File: src/rtl/abc_sequencer.sv
// Drives the a/b/c control protocol: a one-cycle a strobe, B_LEN cycles of b,
// then C_COUNT c pulses (throttled by c_en, separated by at least C_GAP idle cycles).
module abc_sequencer #(
    parameter int B_LEN   = 2,
    parameter int C_COUNT = 2,
    parameter int C_GAP   = 1
) (
    input  logic                         clk,
    input  logic                         rst,
    input  logic                         start,
    input  logic                         abort,
    input  logic                         c_en,
    output logic                         a,
    output logic                         b,
    output logic                         c,
    output logic                         busy,
    output logic                         done,
    output logic                         aborted,
    output logic [$clog2(C_COUNT+1)-1:0] c_cnt
);

    localparam int CW = $clog2(C_COUNT + 1);
    localparam int BW = (B_LEN > 1) ? $clog2(B_LEN) : 1;
    localparam int GW = $clog2(C_GAP + 1);

    localparam logic [BW-1:0] B_LAST  = BW'(B_LEN - 1);
    localparam logic [CW-1:0] C_FULL  = CW'(C_COUNT);
    localparam logic [GW-1:0] GAP_MIN = GW'(C_GAP);

    typedef enum logic [2:0] {
        S_IDLE,
        S_A,
        S_B,
        S_C,
        S_DONE
    } state_t;

    state_t          state;
    state_t          state_next;
    logic [BW-1:0]   b_cnt;
    logic [GW-1:0]   gap;
    logic            slot_open;
    logic            c_fire;
    logic            aborted_next;

    always_comb begin
        state_next   = state;
        aborted_next = 1'b0;
        c_fire       = 1'b0;
        slot_open    = (c_cnt == '0) || (gap >= GAP_MIN);

        case (state)
            S_IDLE: begin
                if (start && !abort) state_next = S_A;
            end
            S_A: begin
                state_next = S_B;
            end
            S_B: begin
                // The first c may be launched from the last b cycle so it lands
                // in the first C-state cycle.
                if (b_cnt == B_LAST) begin
                    state_next = S_C;
                    c_fire     = c_en && slot_open;
                end
            end
            S_C: begin
                if (c_cnt == C_FULL) state_next = S_DONE;
                else                 c_fire     = c_en && slot_open;
            end
            S_DONE: begin
                state_next = S_IDLE;
            end
            default: begin
                state_next = S_IDLE;
            end
        endcase

        if (abort && (state != S_IDLE)) begin
            state_next   = S_IDLE;
            aborted_next = 1'b1;
            c_fire       = 1'b0;
        end
    end

    always_ff @(posedge clk) begin
        if (rst) begin
            state   <= S_IDLE;
            a       <= 1'b0;
            b       <= 1'b0;
            c       <= 1'b0;
            busy    <= 1'b0;
            done    <= 1'b0;
            aborted <= 1'b0;
            c_cnt   <= '0;
            b_cnt   <= '0;
            gap     <= '0;
        end else begin
            state   <= state_next;
            a       <= (state_next == S_A);
            b       <= (state_next == S_B);
            c       <= c_fire;
            busy    <= (state_next != S_IDLE);
            done    <= (state_next == S_DONE);
            aborted <= aborted_next;

            b_cnt <= (state == S_B) ? b_cnt + BW'(1) : '0;

            if (state_next == S_A)  c_cnt <= '0;
            else if (c_fire)        c_cnt <= c_cnt + CW'(1);

            // Gap saturates at C_GAP: only "enough idle cycles yet" matters.
            if ((state_next == S_A) || c_fire)            gap <= '0;
            else if ((state == S_C) && (gap != GAP_MIN))  gap <= gap + GW'(1);
        end
    end

endmodule

File: config.mk
export PLATFORM = sky130hd
export DESIGN_NAME = abc_sequencer
export DESIGN_NICKNAME = d
export VERILOG_FILES = /design/src/rtl/abc_sequencer.sv
export SDC_FILE = /design/constraint.sdc
export NUM_CORES = 1
export LEC_CHECK = 0
export CAP_MARGIN = 40
export CORE_UTILIZATION = 37
export CTS_CLUSTER_DIAMETER = 100
export DETAILED_ROUTE_END_ITERATION = 12
export PLACE_DENSITY = 0.67
export REMOVE_ABC_BUFFERS = 1
export SETUP_SLACK_MARGIN = 0.1
export SKIP_CTS_REPAIR_TIMING = 1
export SLEW_MARGIN = 10
export SYNTH_ARGS = -nofsm -noshare
export SYNTH_HDL_FRONTEND = slang
export SYNTH_SLANG_ARGS = --single-unit
File: constraint.sdc
create_clock -name clk -period 1.6 [get_ports clk]
set_input_delay 0.32 -clock clk [delete_from_list [all_inputs] [get_ports clk]]
set_output_delay 0.32 -clock clk [all_outputs]
set_load 0.005 [all_outputs]
After elaboration in Yosys (flattened, before gate mapping). Cells that the tools add are included.

Bits in registers: 13. Bits of input ports: 5. Output and inout port bits: 8. Logic and storage cells: 47.

Add/subtract/negate cells: 3. Order comparisons: 1. Eq/ne operators: 7. Multiplexer cells: 10. Bitwise operators: 2. Reductions and logical operators: 14.

Operators by type and width (number): $mux 3 (4); $pmux 3 s4 (1); $eq 3x2->1 const B (3); $eq 3x1->1 const B (2); $reduce_bool 3->1 (2); $reduce_or 2->1 (3); $logic_and 1x1->1 (4); $mux 1 (4); $eq 3x3->1 const B (1); $logic_not 3->1 (1); $add 1x1->1 const B (2); $add 2x1->2 const B (1); $eq 2x2->1 const B (1); $logic_not 2->1 (1); $logic_or 1x1->1 (2); $not 1->1 (2); $pmux 1 s2 (1); $ge 1x1->1 const B (1); $logic_not 1->1 (1).

Logic depth before layout (Yosys ltp).
Word-level depth: 8. Mapped depth: 5. Mapped depth without buffers: 5.

Worst setup path before layout. No wires, ideal clock.

Path kind: input-to-reg. Start: input port abort. End: register c_cnt[0]. Library setup time: 0.072 ns. Data arrival time: 1.333 ns. Setup slack: 0.195 ns. Stages on the path: 4. Buffers on the path: 1. Cell sequence: clkbuf_1 or3b_4 a211oi_4 mux2i_1.

Word-level cells in the longest chain between the ends: 7.

RTL lines: start, declared (RTL line 11) `input logic abort,`; $logic_not 1->1 (RTL line 54) `if (start && !abort) state_next = S_A;`; $logic_and 1x1->1 (RTL line 54); $mux 3 (RTL line 54); $pmux 3 s4 (RTL line 52) `case (state)`; $mux 3 (RTL line 79) `if (abort && (state != S_IDLE)) begin`; $eq 3x1->1 (RTL line 109) `if (state_next == S_A) c_cnt <= '0;`; $reduce_or 2->1 (no line); end signal, assigned (RTL line 110) `else if (c_fire) c_cnt <= c_cnt + CW'(1);`; end, declared (RTL line 19) `output logic [$clog2(C_COUNT+1)-1:0] c_cnt`.

Parallel ways exist; a longest one is shown, timed or not. A chain may end at the register's enable or synchronous reset.

Worst setup path after layout.
Start: input port start. End: register c_cnt[1].

Word-level cells in the longest chain between the ends: 6.

RTL lines: start, declared (RTL line 10) `input logic start,`; $logic_and 1x1->1 (RTL line 54); $mux 3 (RTL line 54); $pmux 3 s4 (RTL line 52); $mux 3 (RTL line 79); $eq 3x1->1 (RTL line 109); $reduce_or 2->1 (no line).

Every way passes these cells.

==> reports/metrics.cfg <==
[logic_synthesis]
syn_area_per_cell_um2 = 9.81
ys_top_cells_by_area = dfxtp_1 47%, o311ai_0 6.3%, ha_1 4.5%, nor2_1 4.0%, a211oi_4 3.6%
yosysTopAreaCellShare_pct = 46.5
synth_top_family_by_area = simple AND/OR/NAND/NOR gates
synth-seq-cells = 13
syn_area_um2 = 559
syn_inst = 57
synth_common_cells = 13 x dfxtp_1, 6 x nor2_1, 4 x inv_1, 4 x o311ai_0
synth_edf_count = 0
synthXorXnorAreaFrac_pct = 0
yosys.area_share.adder_pct = 4.47
ys_types = 24
synth_most_common_cell = dfxtp_1
yosysTopAreaCell = dfxtp_1
synth.area.mux_share_pct = 3.58
synth-main-ff-cell = dfxtp_1
synthArstFlopShare_pct = 0
synth_compound_area_share_pct = 18.1
synth.yosys.seq_area_share_pct = 46.5
yosys.area_share.simple_pct = 19.5
synth-warning-count = 0

[placed_design]
hpwl_um = 828
numPortBuffers = 12
dp_slack_ns = -0.223
place_area_um2 = 707
post-place-cells = 84
place_congestion = 0.815

[die]
ios = 13
die_area_mm2 = 0.00167
die_w_um = 40.9
start_util_pct = 41.4
coreArea_mm2 = 0.00135
die_y_um = 40.9
rows = 13

[global_routing]
grt_pass1_vias = 405
grt_util_met3_pct = 8.15
met2_usage_pct = 25.8
grt_pass1_wl_um = 1750
gr-usage-met1_pct = 20.7
grt_max_degree = 10
grt.busiest_layer = met2
grt_util_all_layers_pct = 16.2
overflow = 0
antenna_found_initial = 0

[critical_path]
critPathCaptureType = flip-flop
timing.rr.start = c_cnt[0]
crit_start = start
cp_num_buf_inv = 1
cpPeakStageDelay_ns = 0.47
worstSetupPathType = primary input to flip-flop
cp_data_required_time_ns = 1.75
critPathMaxFanout = 5
crit_arrival_ns = 1.65
cp-start-kind = primary input
reg2reg_slack_ns = 0.17
slowest_stage = clkdlybuf4s50_1
cp_top_family = buffers and inverters
cp_cell_sequence = clkdlybuf4s50_1, or3b_1, o311ai_0, mux2i_1

[timing]
max-slew-margin-rel_pct = 79.8
fin_skew_ns = 0.00112
timing.final.crit_share_pct = 93.8
rsz0062_at_grt = yes
whs_ns = 0.526
fin_ws_ns = 0.0988
min_period_ns = 1.50
max_freq_ghz = 0.666
maxSlewViolCount = 0
worst_pin_slew_ns = 0.300
setup_viol = 0
hold_viol = 0

[final_layout]
drive_gt1_share_pct = 19.2
design_area_um2 = 743
stdcell_count = 88
final_nets = 81
fillers = 130
antenna_cells = 0
area_growth_pct = 32.9

[power_and_ir_drop]
seqPwrFrac_pct = 56.4
powerDensity_mw_per_mm2 = 791
netSwitchingFraction_pct = 22.5
p_sw_mw = 0.132
ir_drop_uv = 453
pwr-share-comb_pct = 9.4
intPower_mw = 0.455
leakagePower_nw = 0.281
pwr-share-clk_pct = 34.2
power_mw = 0.588

[route]
drt_drc_violations_left = 0
antenna_left = 0
drtIter0Drc = 6
vias = 459
viasPerCell = 5.22
wire_per_inst_um = 12.7
drtPass1Iterations = 4
finalWirelength_um = 1120

[clock_tree]
cts_buffers = 3
htree_num_levels = 1
cts_root_buf = clkbuf_4
clk_pin_slew_ns = 0.08
cts.sinks = 13
insertion_delay_ns = 0.27
cts_tree = built
ctsLongestPathBuffers = 2

[job]
max_cap_viol_count = 0

[status]
outcome = finished clean

[min_path]
hold_start = c_cnt[0]
hp-class = flip-flop to flip-flop

## worst paths after layout
check | endpoint | cells past startpoint
setup / recovery | c_cnt[1] | 4
hold / removal | c_cnt[0] | 2
setup reg to reg | c_cnt[1] | 5
hold reg to reg | c_cnt[0] | 2
## cells in the final DEF (no fill, tap or decap)
cell / synthesis / routed
nor2_1: 6 / 6
a21oi_1: 2 / 2
buf_4: 0 / 5
or3b_4: 1 / 1
o211a_1: 1 / 1
clkbuf_4: 0 / 3
dfxtp_1: 13 / 11
nand2b_1: 3 / 2
clkbuf_1: 2 / 1
nor3_1: 3 / 3
o311ai_1: 0 / 1
o311ai_0: 4 / 3
or3b_1: 1 / 1
ha_1: 2 / 2
nand3_1: 1 / 1
o21ai_0: 2 / 1
nor4_1: 1 / 1
dfxtp_2: 0 / 2
or3b_2: 1 / 1
mux2i_1: 2 / 2
o21ai_1: 0 / 1
and2_1: 1 / 1
nand2b_4: 0 / 1
inv_1: 4 / 4
o311a_1: 1 / 1
a31oi_1: 1 / 1
a211oi_4: 1 / 1
clkdlybuf4s50_1: 0 / 12
or3_1: 1 / 1
## worst register-to-register path, cell delays in order, from the launching register on
cell	delay, ns
dfxtp_1	0.36
inv_1	0.09
ha_1	0.22
nand2b_4	0.16
a211oi_4	0.32
mux2i_1	0.22
## cell type report
type / instances / area, um^2 / share of cell area, %
tap: 15 / 18.8 / 2.53
sequential: 13 / 263 / 35.4
clock buffer: 4 / 26.3 / 3.54
inverter: 4 / 15.0 / 2.02
multi-input combinational: 35 / 263 / 35.4
timing repair buffer: 17 / 158 / 21.2
## cell families (layout without fill, tap and decap cells)
logic type / Yosys count / after routing
mux: 2 / 2
simple gates: 19 / 19
compound gates: 12 / 12
buf+inv: 9 / 25
fa+ha+maj: 2 / 2
flops: 13 / 13
## per-layer routing
| layer | part of all wire (%) | vias up |
|---|---|---|
| li1 | - | 232 |
| met1 | 46 | 215 |
| met2 | 49 | 12 |
| met3 | 4.8 | 0 |
| met4 | 0 | 0 |
| met5 | 0 | - |
## metrics by stage
step                setup TNS, ns  utilization, %
floorplan                       0               -
global placement           -0.531            52.4
detailed placement         -0.633            52.4
CTS                             0            54.3
global route                    0            55.1
finish                          0            55.1
## registers in the layout, indices dropped and copies added (netlist names)
signal / cells
c_cnt: 2
aborted: 1
b: 1
done: 1
c: 1
busy: 1
gap: 1
a: 1
b_cnt: 1
state: 3
## power groups by stage
stage                     sequential [mW]  clock, mW  combinational [mW]
after detailed placement            0.339          0              0.0530
after global placement              0.339          0              0.0528
after CTS                           0.331      0.212              0.0533
after global routing                0.332      0.226              0.0599
after floorplan                     0.341          0              0.0196
final                               0.331      0.201              0.0553
No activity file was read; power rests on OpenSTA's default activity.
